--- src/rtl/uart_cmd_arbiter.sv ---
// Round-robin arbiter that shares one UART command port among NUM_REQ requesters,
// tracks the single outstanding command and returns read data or a timeout error.
module uart_cmd_arbiter #(
    parameter int unsigned NUM_REQ     = 4,
    parameter int unsigned CMD_WIDTH   = 16,
    parameter int unsigned READ_WIDTH  = 8,
    parameter int unsigned TIMEOUT_CYC = 65535
) (
    input  logic                           clk,
    input  logic                           rst_n,
    input  logic [NUM_REQ-1:0]             req_vld,
    input  logic [NUM_REQ*CMD_WIDTH-1:0]   req_cmd,
    output logic [NUM_REQ-1:0]             req_rdy,
    output logic [NUM_REQ-1:0]             rsp_vld,
    output logic [READ_WIDTH-1:0]          rsp_data,
    output logic                           rsp_err,
    output logic [CMD_WIDTH-1:0]           uart_cmd,
    output logic                           uart_cmd_vld,
    input  logic                           uart_cmd_rdy,
    input  logic                           uart_read_rdy,
    input  logic [READ_WIDTH-1:0]          uart_read_data,
    output logic                           busy
);

    localparam int unsigned PTR_W = $clog2(NUM_REQ);
    localparam int unsigned CNT_W = $clog2(TIMEOUT_CYC + 1);

    typedef enum logic [2:0] {
        IDLE      = 3'd0,
        ISSUE     = 3'd1,
        WAIT_DONE = 3'd2,
        WAIT_RSP  = 3'd3,
        RESPOND   = 3'd4
    } state_t;

    state_t                  state_q, state_n;
    logic [PTR_W-1:0]        ptr_q, ptr_n;
    logic [PTR_W-1:0]        owner_q, owner_n;
    logic                    wd_first_q, wd_first_n;
    logic [CNT_W-1:0]        cnt_q, cnt_n;

    logic [NUM_REQ-1:0]      req_rdy_n;
    logic [NUM_REQ-1:0]      rsp_vld_n;
    logic [READ_WIDTH-1:0]   rsp_data_n;
    logic                    rsp_err_n;
    logic [CMD_WIDTH-1:0]    uart_cmd_n;
    logic                    uart_cmd_vld_n;
    logic                    busy_n;

    logic                    gnt_found;
    logic [PTR_W-1:0]        gnt_idx;
    logic [PTR_W-1:0]        cand;
    logic                    is_read;

    // The latched command's top bit marks a read
    assign is_read = uart_cmd[CMD_WIDTH-1];

    // Round-robin search starting one past the last granted requester
    always_comb begin
        gnt_found = 1'b0;
        gnt_idx   = '0;
        cand      = '0;
        for (int unsigned i = 0; i < NUM_REQ; i++) begin
            cand = PTR_W'((32'(ptr_q) + 32'd1 + i) % NUM_REQ);
            if (!gnt_found && req_vld[cand]) begin
                gnt_found = 1'b1;
                gnt_idx   = cand;
            end
        end
    end

    // State register and registered outputs
    always_ff @(posedge clk or negedge rst_n) begin
        if (!rst_n) begin
            state_q      <= IDLE;
            ptr_q        <= PTR_W'(NUM_REQ - 1);
            owner_q      <= '0;
            wd_first_q   <= 1'b0;
            cnt_q        <= '0;
            req_rdy      <= '0;
            rsp_vld      <= '0;
            rsp_data     <= '0;
            rsp_err      <= 1'b0;
            uart_cmd     <= '0;
            uart_cmd_vld <= 1'b0;
            busy         <= 1'b0;
        end else begin
            state_q      <= state_n;
            ptr_q        <= ptr_n;
            owner_q      <= owner_n;
            wd_first_q   <= wd_first_n;
            cnt_q        <= cnt_n;
            req_rdy      <= req_rdy_n;
            rsp_vld      <= rsp_vld_n;
            rsp_data     <= rsp_data_n;
            rsp_err      <= rsp_err_n;
            uart_cmd     <= uart_cmd_n;
            uart_cmd_vld <= uart_cmd_vld_n;
            busy         <= busy_n;
        end
    end

    // Next-state and next-output logic
    always_comb begin
        state_n        = state_q;
        ptr_n          = ptr_q;
        owner_n        = owner_q;
        wd_first_n     = 1'b0;
        cnt_n          = cnt_q;
        req_rdy_n      = '0;
        rsp_vld_n      = '0;
        rsp_data_n     = rsp_data;
        rsp_err_n      = rsp_err;
        uart_cmd_n     = uart_cmd;

        case (state_q)
            IDLE: begin
                if (gnt_found) begin
                    state_n            = ISSUE;
                    req_rdy_n[gnt_idx] = 1'b1;
                    ptr_n              = gnt_idx;
                    owner_n            = gnt_idx;
                    uart_cmd_n         = req_cmd[32'(gnt_idx) * CMD_WIDTH +: CMD_WIDTH];
                end
            end
            ISSUE: begin
                if (uart_cmd_vld && uart_cmd_rdy) begin
                    state_n    = WAIT_DONE;
                    wd_first_n = 1'b1;
                end
            end
            WAIT_DONE: begin
                // Read data that beats the end-of-frame indication is taken directly
                if (is_read && uart_read_rdy) begin
                    state_n            = RESPOND;
                    rsp_vld_n[owner_q] = 1'b1;
                    rsp_data_n         = uart_read_data;
                    rsp_err_n          = 1'b0;
                end else if (!wd_first_q && uart_cmd_rdy) begin
                    if (is_read) begin
                        state_n = WAIT_RSP;
                        cnt_n   = '0;
                    end else begin
                        state_n            = RESPOND;
                        rsp_vld_n[owner_q] = 1'b1;
                        rsp_data_n         = '0;
                        rsp_err_n          = 1'b0;
                    end
                end
            end
            WAIT_RSP: begin
                if (uart_read_rdy) begin
                    state_n            = RESPOND;
                    rsp_vld_n[owner_q] = 1'b1;
                    rsp_data_n         = uart_read_data;
                    rsp_err_n          = 1'b0;
                end else if (cnt_q + CNT_W'(1) == CNT_W'(TIMEOUT_CYC)) begin
                    state_n            = RESPOND;
                    rsp_vld_n[owner_q] = 1'b1;
                    rsp_data_n         = '1;
                    rsp_err_n          = 1'b1;
                end else begin
                    cnt_n = cnt_q + CNT_W'(1);
                end
            end
            RESPOND: begin
                state_n = IDLE;
            end
            default: begin
                state_n = IDLE;
            end
        endcase

        uart_cmd_vld_n = (state_n == ISSUE);
        busy_n         = (state_n != IDLE);
    end

endmodule

--- config.mk ---
export PLATFORM = sky130hd
export DESIGN_NAME = uart_cmd_arbiter
export DESIGN_NICKNAME = d
export VERILOG_FILES = /design/src/rtl/uart_cmd_arbiter.sv
export SDC_FILE = /design/constraint.sdc
export NUM_CORES = 1
export LEC_CHECK = 0
export ABC_AREA = 1
export CAP_MARGIN = 0
export CORE_MARGIN = 2
export CORE_UTILIZATION = 50
export DETAILED_ROUTE_END_ITERATION = 16
export GPL_ROUTABILITY_DRIVEN = 0
export PLACE_DENSITY = 0.83
export SLEW_MARGIN = 40
export SYNTH_ARGS = -nofsm -noshare
export SYNTH_HDL_FRONTEND = slang
export SYNTH_SLANG_ARGS = --single-unit
--- constraint.sdc ---
create_clock -name clk -period 4.9 [get_ports clk]
set_input_delay 0.49 -clock clk [delete_from_list [all_inputs] [get_ports clk]]
set_output_delay 0.49 -clock clk [all_outputs]
set_load 0.005 [all_outputs]
== Word level (Yosys, flattened, before mapping) ==
Index checks and enable logic that the tools add are counted.
Storage, ports and cells
  flip-flop bits (word level): 59
  input port bits: 80
  output and inout port bits: 35
  word-level logic and storage cells: 113
Operators by class
  add/sub/neg operators: 5
  magnitude comparators: 8
  eq/ne operators: 13
  shift operators: 1
  mux-type cells: 56
  reduce and logical (&&, ||, !) cells: 18
Operator list (number)
  $mux W16: 5
  $shiftx A64 B7 Y16: 1
  $mux W8: 5
  $pmux W16 S2: 1
  $mux W4: 7
  $mux W3: 7
  $lt A2 B3 Y1 const B: 6
  $mux W1: 17
  $add A16 B1 Y16 const B: 1
  $eq A16 B16 Y1 const B: 1
  $pmux W8 S2: 1
  $pmux W3 S4: 1
  $ne A2 B2 Y1 const B: 5
  $ne A3 B3 Y1 const B: 3
  $bmux W1 S2: 4
  $logic_and A1 B1 Y1: 8
  $mux W2: 4
  $pmux W4 S2: 1
  $eq A3 B1 Y1 const B: 2
  $eq A3 B2 Y1 const B: 2
  $reduce_and A6 Y1: 1
  $add A2 B1 Y2 const B: 2
  $add A2 B2 Y2 const B: 2
  $demux W1 S2: 2
  8 further kinds: 12

== Longest topological paths before layout ==
  depth after elaboration: 19
  depth in mapped cells: 16
  depth with buffers taken out: 14

== Worst setup path before layout ==
No wires, ideal clock.
  kind: reg2reg
  start point: register ptr_q[0]
  end point: register busy
  arrival time: 1.786 ns
  required time: 4.784 ns
  path slack: 2.998 ns
  cell stages (with the launch flop): 15
  buffers on the path: 1
  period minus slack after synthesis: 1.902 ns
  cells stage by stage: dfstp_2 buf_4 inv_4 nand2_1 nand2_1 nand2_1 nand2_2 nor2_2 nand3_2 nand2_2 inv_1 nor3_1 nand3_1 inv_1 nand2_1
Between the ends
  word-level cells in the longest chain between the ends: 16
  elaborated cells between the ends (all ways): 25
  those cells by class: add/sub (4); mux (14); reduce/logical (7)
RTL lines
  start: declaration: RTL line 37  | logic [PTR_W-1:0] ptr_q, ptr_n;
  start signal: assignment: RTL line 76  | ptr_q <= PTR_W'(NUM_REQ - 1);
  start signal: assignment: RTL line 89  | ptr_q <= ptr_n;
  $add A2 B1 Y2 *: RTL line 64  | cand = PTR_W'((32'(ptr_q) + 32'd1 + i) % NUM_REQ);
  branches (longest 11 deep; another with $add A2 B1 Y2)
  $mux W1 *: RTL line 65  | if (!gnt_found && req_vld[cand]) begin
  $mux W3 *: RTL line 118  | if (gnt_found) begin
  $pmux W3 S4 *: RTL line 116  | case (state_q)
  $reduce_bool A3 Y1 *: RTL line 175  | busy_n = (state_n != IDLE);
  via busy_n: RTL line 48  | logic busy_n;
  end signal: assignment: RTL line 99  | busy <= busy_n;
  end: declaration: RTL line 22  | output logic busy
Mark *: on every way through the listed nets, which the timed path passes. The select of a mux whose other input is x is not followed.
A chain may end at the register's enable or synchronous reset.

== Worst setup path after layout ==
Same ends and word-level chain as after synthesis.

==> results.toml <==
[status]
status = "finished clean"

[yosys]
async_reset_ff_share_pct = 100.0
synth_flop_cell = "dfrtp_1"
yosysWarningCount = 0
yosysSeqAreaShare_pct = 34.19
synth-edff-count = 0
synthDistinctLibCells = 35
syn_area_sq_um = 4325
synth_fa_ha_area_share_pct = 0.8678
synth_xor_area_share_pct = 0.2025
synth_top_family_by_area = "simple AND/OR/NAND/NOR gates"
ys_ff_latch = 59
synth-compound-area-share_pct = 2.603
syn_avg_cell_area_sq_um = 6.197
syn-num-nets = 781
synthMuxAreaShare_pct = 0
yosys.area_share.simple_pct = 49.32
synth_cells = 698

[sta]
final_hold_viol_count = 0
fmax_ghz = 0.2963
rsz0062_at_grt = "false"
setup_viol = 0
layout_min_cycle_time_ns = 3.375
fin_crit_sh_pct = 68.88
tns_ns = 0
worst_pin_slew_ns = 0.8122
maxSlewViolCount = 0
finClkSkew_ns = 0.01156
slew_headroom_pct = 45.85

[flow_run]
drv_cap = 0

[global_routing]
grt_pass1_vias = 4501
grt.overflow.total = 0
grt_first_pass_wirelength_um = 20240
grt_max_degree = 60
grt_use_total_pct = 25.71
antenna_found_initial = 0

[layout]
drive_above_1_share_pct = 6.576
area.growth.synth_to_final_pct = 31.96
final_common_cell = "nand2_1"
fin_area_sq_um = 5708
fin_util_pct = 68.78
antenna_cells = 0
layout_common_cells = "257 x nand2_1, 113 x clkdlybuf4s50_1, 107 x inv_1, 78 x nand3_1, 73 x nor2_1"
nets = 884
multiInputGateArea_sq_um = 2292
regArea_sq_um = 1479
stdcell_count = 911
fill_cells = 679

[cts]
cts_root_buf = "clkbuf_8"
cts_tree = "yes"
cts_max_path_buffers = 2
post_cts_buffers = 0
numCtsBuffers = 9
clkSlewWorstSetupHoldPaths_ns = 0.08
htreeDepth = 3
clock_latency_ns = 0.35
cts_hold_buf = 0
cts.sinks = 59
cts_resized = 0

[worst_setup_path]
critPathTopFamily = "simple AND/OR/NAND/NOR gates"
cp-start-kind = "register"
reg2reg_from = "ptr_q[0]$_DFFE_PN1P_"
r2r_slack_ns = 1.52
required_ns = 5.14
cp_common_cell = "nand2_1"
cpMaxStageDelayCell = "dfstp_2"
r2r_cells = 13
worstSetupEndpointType = "register"
r2r_end = "busy$_DFF_PN0_"
max_stage_delay_ns = 0.66
critPathMaxFanout = 35
worstPathArrival_ns = 3.61
path_class = "register to register"
path_cells = "inv_4 -> nand2_1 -> nand2_1 -> nand2_1 -> nand2_1 -> inv_1 -> nand3_2 -> nand2_2 -> inv_1 -> nor3_1 -> nand3_1 -> inv_1 -> nand2_1"
worst-path-buf-inv = 4

[pwr]
p_seq_share_pct = 24.1
pwr-share-comb_pct = 60.0
ir_worst_vdd_v = 0.0003389
power.leakage_nw = 2.944
power.density_nw_per_um2 = 548.0
total_power_mw = 3.128
switchingPower_mw = 1.501
p_int_mw = 1.627
clkPwrFrac_pct = 16.0
p_sw_share_pct = 47.99

[route]
num_vias = 4751
first_pass_iters = 5
wirelength_um = 11690
ant_nets = 0
drc_errors = 0
wl_per_cell_um = 12.84
drtIter0Drc = 341
vias_per_cell = 5.215

[floorplan]
die_w_um = 97.01
initial_core_util_pct = 52.12
io_pins = 115
fp-row-count = 33
core_region_area_sq_um = 8299
dieArea_sq_um = 9411
die_h_um = 97.01

[placement]
port_buffers = 114
hpwl_um = 8855
placed_cells = 895
postPlaceCellArea_sq_um = 5483

[hold_path]
hold_path_class = "primary input to asynchronous set/reset pin"
registers in the layout (all words and copies together) (netlist names):
register / cells
rsp_vld: 4
req_rdy: 4
rsp_err: 1
owner_q: 2
busy: 1
ptr_q: 2
wd_first_q: 1
uart_cmd_vld: 1
uart_cmd: 16
state_q: 3
cnt_q: 16
rsp_data: 8
worst max path at each step:
stage                     endpoint  slack, ns  cells past startpoint                  from
floorplan           busy$_DFF_PN0_       3.00                     14  ptr_q[0]$_DFFE_PN1P_
global placement    busy$_DFF_PN0_       1.55                     13            req_vld[3]
detailed placement  busy$_DFF_PN0_       1.42                     13            req_vld[0]
CTS                 busy$_DFF_PN0_       1.64                     13  ptr_q[0]$_DFFE_PN1P_
global route        busy$_DFF_PN0_       1.14                     13  ptr_q[0]$_DFFE_PN1P_
finish              busy$_DFF_PN0_       1.52                     13  ptr_q[0]$_DFFE_PN1P_
cells in the mapped netlist, types with 2 or more instances:
cell type	number	area share, %
dfrtp_1	57	33
inv_4	2	0.29
ha_1	3	0.87
nor2_1	73	6.3
nand2_1	257	22
nor2_2	5	0.72
nor3_1	2	0.23
nand3_2	6	1.4
clkbuf_1	4	0.35
nand2_2	8	1.2
o21ai_0	7	0.81
nand3b_1	2	0.35
nor2_4	4	1.0
buf_4	2	0.35
nand3_1	78	9.0
inv_1	107	9.3
nand4_1	39	5.6
dfstp_2	2	1.2
buf_2	16	1.9
a21oi_1	7	0.81
inv_2	3	0.26
metrics by stage:
step | hold WS, ns | setup WS [ns]
floorplan | 0.1944 | 2.998
global placement | 0.4629 | 1.551
detailed placement | 0.4702 | 1.416
CTS | 0.3024 | 1.636
global route | 0.3423 | 1.144
finish | 0.2727 | 1.525
final cells by class:
class / instances / area share (%)
clock buffer: 9 / 2.170
clock inverter: 7 / 1.776
inverter: 113 / 7.519
multi-input combinational: 502 / 40.16
sequential: 59 / 25.91
tap: 105 / 2.302
timing repair buffer: 116 / 20.17
layer usage:
layer  GRT usage (%)  vias to the layer above  part of all wire, %
met5               0                        -                    0
met3           4.624                       26                  6.6
li1                -                     2374                    -
met2           45.03                      202                   51
met4           10.73                        0                  2.0
met1           31.04                     2149                   41
worst reg2reg max path, stage by stage, from the launching register on:
cell     delay, ns
dfstp_2       0.66
inv_4         0.09
nand2_1       0.07
nand2_1       0.08
nand2_1       0.09
nand2_1       0.11
inv_1         0.10
nand3_2       0.57
nand2_2       0.55
inv_1         0.41
nor3_1        0.31
nand3_1       0.11
inv_1         0.07
nand2_1       0.04
cell families (layout without fill, tap and decap cells):
group	after synthesis	in the layout
AND/OR/NAND/NOR	478	478
buffers and inverters	137	245
flip-flops	59	59
AO/OA/AOI/OAI	20	20
adder cells (fa/ha/maj)	3	3
XOR/XNOR	1	1
power groups by stage:
stage	sequential, mW	combinational [mW]	clock, mW
finish	0.752	1.88	0.500
global route	0.772	2.12	0.527
CTS	0.753	1.86	0.507
detailed placement	0.760	1.85	0
global placement	0.758	1.80	0
floorplan	0.736	1.32	0
(Power assumes the default switching activity.)
